==> src/rtl/mem_stage.sv <==
// mem_stage: MIPS memory-access stage.
// Runs loads and stores on a req/ack data bus and holds the pipeline through
// stallreq while a transfer is in flight. It also produces the write-back
// values for the MEM/WB register.
// Optional LL/SC support is built when the LLSC_EN macro is defined. That
// build adds the llbit register and the llbit_o port.
module mem_stage (
    input  logic        clk,
    input  logic        rst,
    input  logic [5:0]  stall,
    input  logic [4:0]  mem_wd,
    input  logic [31:0] mem_wdata,
    input  logic        mem_wreg,
    input  logic        mem_whilo,
    input  logic [31:0] mem_hi,
    input  logic [31:0] mem_lo,
    input  logic [7:0]  mem_aluop,
    input  logic [31:0] mem_mem_addr,
    input  logic [31:0] mem_reg2,
    output logic [4:0]  wb_wd,
    output logic [31:0] wb_wdata,
    output logic        wb_wreg,
    output logic        wb_whilo,
    output logic [31:0] wb_hi,
    output logic [31:0] wb_lo,
    output logic        stallreq,
    output logic        bus_req,
    output logic        bus_we,
    output logic [31:0] bus_addr,
    output logic [3:0]  bus_sel,
    output logic [31:0] bus_wdata,
`ifdef LLSC_EN
    output logic        llbit_o,
`endif
    input  logic [31:0] bus_rdata,
    input  logic        bus_ack
);

    localparam int unsigned DW   = 32;
    localparam int unsigned SELW = 4;
    localparam int unsigned OPW  = 8;

    localparam logic [OPW-1:0] OP_LB  = 8'hE0;
    localparam logic [OPW-1:0] OP_LH  = 8'hE1;
    localparam logic [OPW-1:0] OP_LW  = 8'hE3;
    localparam logic [OPW-1:0] OP_LBU = 8'hE4;
    localparam logic [OPW-1:0] OP_LHU = 8'hE5;
    localparam logic [OPW-1:0] OP_SB  = 8'hE8;
    localparam logic [OPW-1:0] OP_SH  = 8'hE9;
    localparam logic [OPW-1:0] OP_SW  = 8'hEB;
`ifdef LLSC_EN
    localparam logic [OPW-1:0] OP_LL  = 8'hF0;
    localparam logic [OPW-1:0] OP_SC  = 8'hF8;
`endif

    typedef enum logic [1:0] {
        IDLE = 2'd0,
        WAIT = 2'd1,
        DONE = 2'd2
    } state_t;

    state_t          state;
    state_t          state_nxt;
    logic            is_load;
    logic            is_store;
    logic [SELW-1:0] sel_c;
    logic [DW-1:0]   st_data_c;
    logic [DW-1:0]   load_c;
    logic [DW-1:0]   rdata_q;
    logic            bus_load;
    logic            ack_take;
    logic            done_exit;
    logic [7:0]      byte_v;
    logic [15:0]     half_v;
    logic            llbit;

    // Only stall[3] (the EX/MEM hold) matters in this stage.
    logic unused_stall;
    assign unused_stall = ^{stall[5:4], stall[2:0]};

`ifdef LLSC_EN
    assign llbit_o = llbit;
`endif

    // Decode the op class, the big-endian byte enables and the replicated store data.
    always_comb begin
        is_load   = 1'b0;
        is_store  = 1'b0;
        sel_c     = '0;
        st_data_c = '0;
        case (mem_aluop)
            OP_LB, OP_LBU: begin
                is_load = 1'b1;
                case (mem_mem_addr[1:0])
                    2'b00:   sel_c = 4'b1000;
                    2'b01:   sel_c = 4'b0100;
                    2'b10:   sel_c = 4'b0010;
                    default: sel_c = 4'b0001;
                endcase
            end
            OP_LH, OP_LHU: begin
                is_load = 1'b1;
                sel_c   = mem_mem_addr[1] ? 4'b0011 : 4'b1100;
            end
            OP_LW: begin
                is_load = 1'b1;
                sel_c   = 4'b1111;
            end
            OP_SB: begin
                is_store  = 1'b1;
                st_data_c = {4{mem_reg2[7:0]}};
                case (mem_mem_addr[1:0])
                    2'b00:   sel_c = 4'b1000;
                    2'b01:   sel_c = 4'b0100;
                    2'b10:   sel_c = 4'b0010;
                    default: sel_c = 4'b0001;
                endcase
            end
            OP_SH: begin
                is_store  = 1'b1;
                st_data_c = {2{mem_reg2[15:0]}};
                sel_c     = mem_mem_addr[1] ? 4'b0011 : 4'b1100;
            end
            OP_SW: begin
                is_store  = 1'b1;
                st_data_c = mem_reg2;
                sel_c     = 4'b1111;
            end
`ifdef LLSC_EN
            OP_LL: begin
                is_load = 1'b1;
                sel_c   = 4'b1111;
            end
            OP_SC: begin
                // A failed SC never reaches the bus.
                if (llbit) begin
                    is_store  = 1'b1;
                    st_data_c = mem_reg2;
                    sel_c     = 4'b1111;
                end
            end
`endif
            default: ;
        endcase
    end

    // Pick the addressed lane out of the captured word and extend it.
    always_comb begin
        byte_v = '0;
        half_v = mem_mem_addr[1] ? rdata_q[15:0] : rdata_q[31:16];
        case (mem_mem_addr[1:0])
            2'b00:   byte_v = rdata_q[31:24];
            2'b01:   byte_v = rdata_q[23:16];
            2'b10:   byte_v = rdata_q[15:8];
            default: byte_v = rdata_q[7:0];
        endcase
        case (mem_aluop)
            OP_LB:   load_c = {{24{byte_v[7]}}, byte_v};
            OP_LBU:  load_c = {24'd0, byte_v};
            OP_LH:   load_c = {{16{half_v[15]}}, half_v};
            OP_LHU:  load_c = {16'd0, half_v};
            default: load_c = rdata_q;
        endcase
    end

    // Next-state logic plus the combinational write-back and stall outputs.
    always_comb begin
        state_nxt = state;
        stallreq  = 1'b0;
        bus_load  = 1'b0;
        ack_take  = 1'b0;
        done_exit = 1'b0;
        wb_wd     = mem_wd;
        wb_wreg   = mem_wreg;
        wb_whilo  = mem_whilo;
        wb_hi     = mem_hi;
        wb_lo     = mem_lo;
        wb_wdata  = mem_wdata;
        case (state)
            IDLE: begin
                if (is_load || is_store) begin
                    stallreq  = 1'b1;
                    bus_load  = 1'b1;
                    state_nxt = WAIT;
                end
`ifdef LLSC_EN
                else if (mem_aluop == OP_SC) begin
                    wb_wdata = '0;
                end
`endif
            end
            WAIT: begin
                stallreq = 1'b1;
                if (bus_ack) begin
                    ack_take  = 1'b1;
                    state_nxt = DONE;
                end
            end
            DONE: begin
                if (is_load) begin
                    wb_wdata = load_c;
                end
`ifdef LLSC_EN
                if (mem_aluop == OP_SC) begin
                    wb_wdata = DW'(1);
                end
`endif
                if (!stall[3]) begin
                    done_exit = 1'b1;
                    state_nxt = IDLE;
                end
            end
            default: state_nxt = IDLE;
        endcase
        if (rst) begin
            state_nxt = IDLE;
            stallreq  = 1'b0;
            wb_wd     = '0;
            wb_wreg   = 1'b0;
            wb_whilo  = 1'b0;
            wb_hi     = '0;
            wb_lo     = '0;
            wb_wdata  = '0;
        end
    end

    // State register.
    always_ff @(posedge clk) begin
        if (rst) state <= IDLE;
        else     state <= state_nxt;
    end

    // Bus request registers: loaded when an op starts, cleared when it is acknowledged.
    always_ff @(posedge clk) begin
        if (rst) begin
            bus_req   <= 1'b0;
            bus_we    <= 1'b0;
            bus_addr  <= '0;
            bus_sel   <= '0;
            bus_wdata <= '0;
        end else if (bus_load) begin
            bus_req   <= 1'b1;
            bus_we    <= is_store;
            bus_addr  <= {mem_mem_addr[31:2], 2'b00};
            bus_sel   <= sel_c;
            bus_wdata <= st_data_c;
        end else if (ack_take) begin
            bus_req   <= 1'b0;
            bus_we    <= 1'b0;
            bus_sel   <= '0;
        end
    end

    // Capture read data with the acknowledge.
    always_ff @(posedge clk) begin
        if (rst)           rdata_q <= '0;
        else if (ack_take) rdata_q <= bus_rdata;
    end

`ifdef LLSC_EN
    // Link bit: set by a completed LL, cleared by a completed successful SC.
    always_ff @(posedge clk) begin
        if (rst) begin
            llbit <= 1'b0;
        end else if (done_exit) begin
            if (mem_aluop == OP_LL)      llbit <= 1'b1;
            else if (mem_aluop == OP_SC) llbit <= 1'b0;
        end
    end
`else
    assign llbit = 1'b0;
    logic unused_llbit;
    assign unused_llbit = llbit;
`endif

endmodule

==> config.mk <==
export PLATFORM = sky130hd
export DESIGN_NAME = mem_stage
export DESIGN_NICKNAME = d
export VERILOG_FILES = /design/src/rtl/mem_stage.sv
export SDC_FILE = /design/constraint.sdc
export NUM_CORES = 1
export LEC_CHECK = 0
export ABC_AREA = 0
export CORE_AREA = 2 2 152 154
export CTS_CLUSTER_SIZE = 16
export DETAILED_ROUTE_END_ITERATION = 8
export DIE_AREA = 0 0 154 156
export PLACE_DENSITY_LB_ADDON = 0.12
export SYNTH_ARGS = -nofsm -noshare
export SYNTH_HDL_FRONTEND = slang
export SYNTH_SLANG_ARGS = --single-unit
==> constraint.sdc <==
create_clock -name clk -period 3.35 [get_ports clk]
set_input_delay 0.335 -clock clk [delete_from_list [all_inputs] [get_ports clk]]
set_output_delay 0.335 -clock clk [all_outputs]
set_load 0.005 [all_outputs]
=== Yosys cells after proc, flatten, opt, wreduce, memory -nomap -nowiden ===
Cells that the tools add are included.

* Equal/unequal tests: 15
* Muxes and demuxes: 32
* Reductions and logical operators: 10

{| class="wikitable"
|+ Operator list
! operator !! count
|-
| 2-to-1 mux 32 bit || 5
|-
| case mux 32 bit (4 select lines) || 1
|-
| case mux 32 bit (3 select lines) || 1
|-
| equality test 8 bit, second input constant || 8
|-
| case mux 4 bit (3 select lines) || 2
|-
| case mux 8 bit (3 select lines) || 1
|-
| 2-to-1 mux 16 bit || 1
|-
| 2-to-1 mux 1 bit || 12
|-
| 2-to-1 mux 4 bit || 3
|-
| OR reduction 3 bit || 3
|-
| 2-to-1 mux 2 bit || 3
|-
| inequality test 2 bit, second input constant || 3
|-
| case mux 2 bit (3 select lines) || 1
|-
| 2-to-1 mux 5 bit || 1
|-
| OR reduction 5 bit || 1
|-
| equality test 2 x 1 -> 1 bit, second input constant || 2
|-
| equality test 2 bit, second input constant || 2
|-
| logical NOT 2 bit || 2
|-
| AND reduction 3 bit || 1
|-
| case mux 1 bit (2 select lines) || 1
|-
| nonzero test 2 bit || 1
|-
| OR reduction 2 bit || 1
|-
| logical OR 1 bit || 1
|}

* Register bits: 102
* Input port bits: 216
* Output and inout bits: 174
* Logic and storage cells: 64

=== Logic depth before layout (Yosys ltp) ===
* Depth after elaboration: 7
* Depth in mapped cells: 7
* Gate-level depth less buffers: 4

=== Least setup slack after synthesis ===
Ideal clock, no wire load.

* Kind: input to output
* From: input mem_aluop[4]
* To: output wb_wdata[21]
* Arrival: 1.869 ns
* Required time: 3.015 ns
* Setup slack: 1.146 ns
* Cell stages on the path: 7
* Path buffers: 3
* Cells stage by stage: nand4b_4 or3_1 buf_2 or3_1 buf_6 buf_8 a32o_1

* Cells in the longest elaborated chain, start to end: 6
* Elaborated cells between the ends (all ways): 11
* Classes of those cells: 5 x eq/ne; 5 x mux; 1 x reduce/logical

{| class="wikitable"
|+ Ends and longest elaborated chain
! what !! line !! text
|-
| start, declared || 17 || <nowiki>input logic [7:0] mem_aluop,</nowiki>
|-
| equality test 8 bit, on equally long branches || 91, 157 ||
|-
| OR reduction 5 bit (no source line) || n/a ||
|-
| 2-to-1 mux 1 bit || 91 || <nowiki>case (mem_aluop)</nowiki>
|-
| 2-to-1 mux 32 bit (*) || 200 || <nowiki>if (is_load) begin</nowiki>
|-
| 2-to-1 mux 32 bit (*) || 179 || <nowiki>case (state)</nowiki>
|-
| 2-to-1 mux 32 bit (*) || 215 || <nowiki>if (rst) begin</nowiki>
|-
| end, declared || 21 || <nowiki>output logic [31:0] wb_wdata,</nowiki>
|}

Mark *: on every way between the ends. The rest lies on a longest branch, timed or not.

=== Worst setup path in the final report ===
* From: input mem_aluop[6]
* To: output wb_wdata[26]

The elaborated chain is that of the path after synthesis.

==> out/qor.txt <==
Sw Share -> 0.270
Post-Syn Area -> 5560 um2
IO Count -> 390
cell chain of the critical path -> clkdlybuf4s50_1 -> nand4b_4 -> or3_1 -> or3_1 -> buf_4 -> a32o_1 -> clkdlybuf4s50_1
CP Class -> primary input to output pin
# clock sinks -> 102
cell accounting for the most synthesized area -> dfxtp_1
crit path setup slack, layout -> 0.181 ns
clock tree buffer depth -> 2
area growth from synthesis to layout -> 80.3%
Antenna diodes -> 0
Finished Cell Area -> 10000 um2
most frequent cells in the layout -> 381 x clkdlybuf4s50_1, 144 x nand2_1, 102 x dfxtp_1
Die Y -> 156 um
Hold Fails Final Rpt -> 0
Wirelength per Cell -> 19.3 um
crit-path max cell delay -> 0.54 ns
crit path max-delay cell type -> clkdlybuf4s50_1
worst-margin pin slew -> 0.862 ns
postcts setup bufs -> 0
Pre-antenna DRT Iters -> 4
Logic pwr share -> 0.219
most common flop cell mapped by yosys -> dfxtp_1
crit-path max FO -> 16
Port Buffers -> 382
Synth area leaders -> dfxtp_1 37%, nand2_1 9.7%, nor2b_1 8.1%, a21oi_1 6.4%, a22oi_1 4.3%
Vias -> 6531
max-cap violations -> 0
CTS root buffer -> clkbuf_16
post-synthesis cell count -> 705
Seq/Total Area, Yosys -> 0.367
Antenna Nets Post-Route -> 0
RePlAce Congestion -> 0.873
M1 GR Usage -> 0.241
Design Power -> 2.99 mW
Chip Width -> 154 um
vias in the first global route -> 6316
Core ar. -> 22400 um2
Final Util -> 0.449
CP arrival -> 2.83 ns
Critical Path Source -> mem_aluop[6]
pre-CTS setup slack -> 0.0211 ns
Non-Filler Instances -> 1349
worst reg2reg endpoint -> bus_sel[3]
1st-iter DRT viols -> 382
htree depth -> 3
residual DRC count -> 0
Worst Hold Depth -> 2
met3 usage -> 0.0689
initial antenna violation count -> 0
reg2reg path depth -> 3
nets -> 1275
leakage power -> 3.51 nW
CP Launch Type -> primary input
clock latency on the worst-skew pair -> 0.36 ns
Req. time, crit path -> 3.01 ns
Fin Setup TNS -> 0 ns
status -> complete, no violations
Reg clk slew, reported paths -> 0.08 ns
asr flop ratio synth -> 0
TritonCTS buffer count -> 9
placed cells -> 1333
Distinct cells, synth -> 51
vias per cell -> 4.84
global route total overflow -> 0
VDD IR max -> 0.231 mV
Seq pwr share -> 0.412
placement row count -> 55
syn avg cell area -> 7.89 um2
Setup crit end kind -> output pin
share of cells above drive strength 1 -> 0.0648
Fill cells -> 2283
Final min period -> 3.17 ns
NetSw -> 0.806 mW
hpwl dp -> 19800 um
commonest non-fill, non-tap cell in the layout -> clkdlybuf4s50_1
Yosys warning total -> 0
final worst-path cycle share -> 0.946
Most Crowded Layer GR -> met2
synthesis-stage register bit count -> 102
Max Transition Viols Final -> 0
worst clock skew -> 0.00772 ns
Hold WC Path Type -> primary input to flip-flop
Synth top area share -> 0.367
first-pass GRT wire length -> 38300 um
die area -> 24000 um2
largest net degree at the start of global routing -> 92
Worst Setup EP -> wb_wdata[26]
slew margin rel. -> 0.425
Crit Reg-Reg Startpoint -> state[1]
CTS tree -> yes
Clock Power Share -> 0.369
P per Cell Area -> 298 nW/um2
max frequency -> 316 MHz
Min Hold Slack -> 0.390 ns
RSZ-0062 raised after global routing -> no
drt total wl -> 26000 um
Starting Density -> 0.249
placed inst area -> 9710 um2
reg2reg setup slack -> 1.59 ns
M2 GR Usage -> 0.369
GRT Total Usage -> 0.209
Final setup viols -> 0
Int Pwr -> 2.18 mW
Post-synth EDFFs -> 0
==> final cells by class <==
type | count | area, um2 | share of cell area
Clock buffer | 9 | 225 | 0.0225
Clock inverter | 7 | 86.3 | 0.00861
Inverter | 5 | 18.8 | 0.00187
Multi-Input combinational cell | 532 | 3250 | 0.324
Sequential cell | 102 | 2040 | 0.204
Tap cell | 285 | 357 | 0.0355
Timing Repair Buffer | 409 | 4050 | 0.404
==> state kept, by name, indices dropped and copies added (netlist names) <==
signal / cells
bus_addr: 30
bus_req: 1
bus_sel: 4
bus_wdata: 32
bus_we: 1
rdata_q: 32
state: 2
==> cells in the mapped netlist (all sizes together), types with 3 or more instances <==
cell type  number
a32o           20
o22ai           8
nor2           51
a211oi          9
a311oi          7
mux4            7
a2111oi         3
inv             5
clkbuf         51
dfxtp         102
mux2            7
a22o           16
nor3            9
a21oi          71
mux2i          12
nand2b         20
o2bb2ai        11
or3             6
nor2b          72
a22oi          32
buf            16
nand2         144
==> cells by family after synthesis <==
logic type / share of synthesized area
buffers and inverters: 0.0549
flip-flops: 0.367
AO/OA/AOI/OAI: 0.240
other: 0.000674
multiplexers: 0.0641
AND/OR/NAND/NOR: 0.273
==> critical path: cells and delay by family <==
family / cells / cell delay, ns
compound gates: 1 / 0.24
buf+inv: 3 / 1.22
simple gates: 3 / 1.04
==> layer usage <==
layer  up-vias  wire length [um]  share of wire
met2       295             12700           0.49
met5         -                 0              0
met1      3031             10400           0.40
met3        28              2340          0.090
li1       3177                 -              -
met4         0               530          0.020
==> what timing repair did <==
| action | 4_1_cts | 5_1_grt |
|---|---|---|
| hold buffers | 0 | 0 |
| hold endpoints to repair | 0 | 0 |
| resized for setup | 0 | 1 |
| setup endpoints to repair | 0 | 7 |
==> worst min path at each step <==
stage / slack, ns / startpoint / to
3_5_place_dp: 0.45 / bus_addr[8] / bus_addr[8]
4_1_cts: 0.40 / rst / rdata_q[23]
3_3_place_gp: 0.44 / bus_addr[21] / bus_addr[21]
5_1_grt: 0.44 / rst / rdata_q[30]
6_report: 0.39 / rst / rdata_q[23]
2_1_floorplan: 0.44 / rdata_q[16] / rdata_q[16]
==> power by group through the flow <==
stage | clock network (mW) | registers [mW] | logic [mW]
floorplan | 0 | 1.26 | 0.196
global placement | 0 | 1.26 | 0.658
detailed placement | 0 | 1.26 | 0.657
CTS | 1.15 | 1.23 | 0.662
global route | 1.19 | 1.23 | 0.701
finish | 1.10 | 1.23 | 0.655
(Power assumes the default switching activity.)
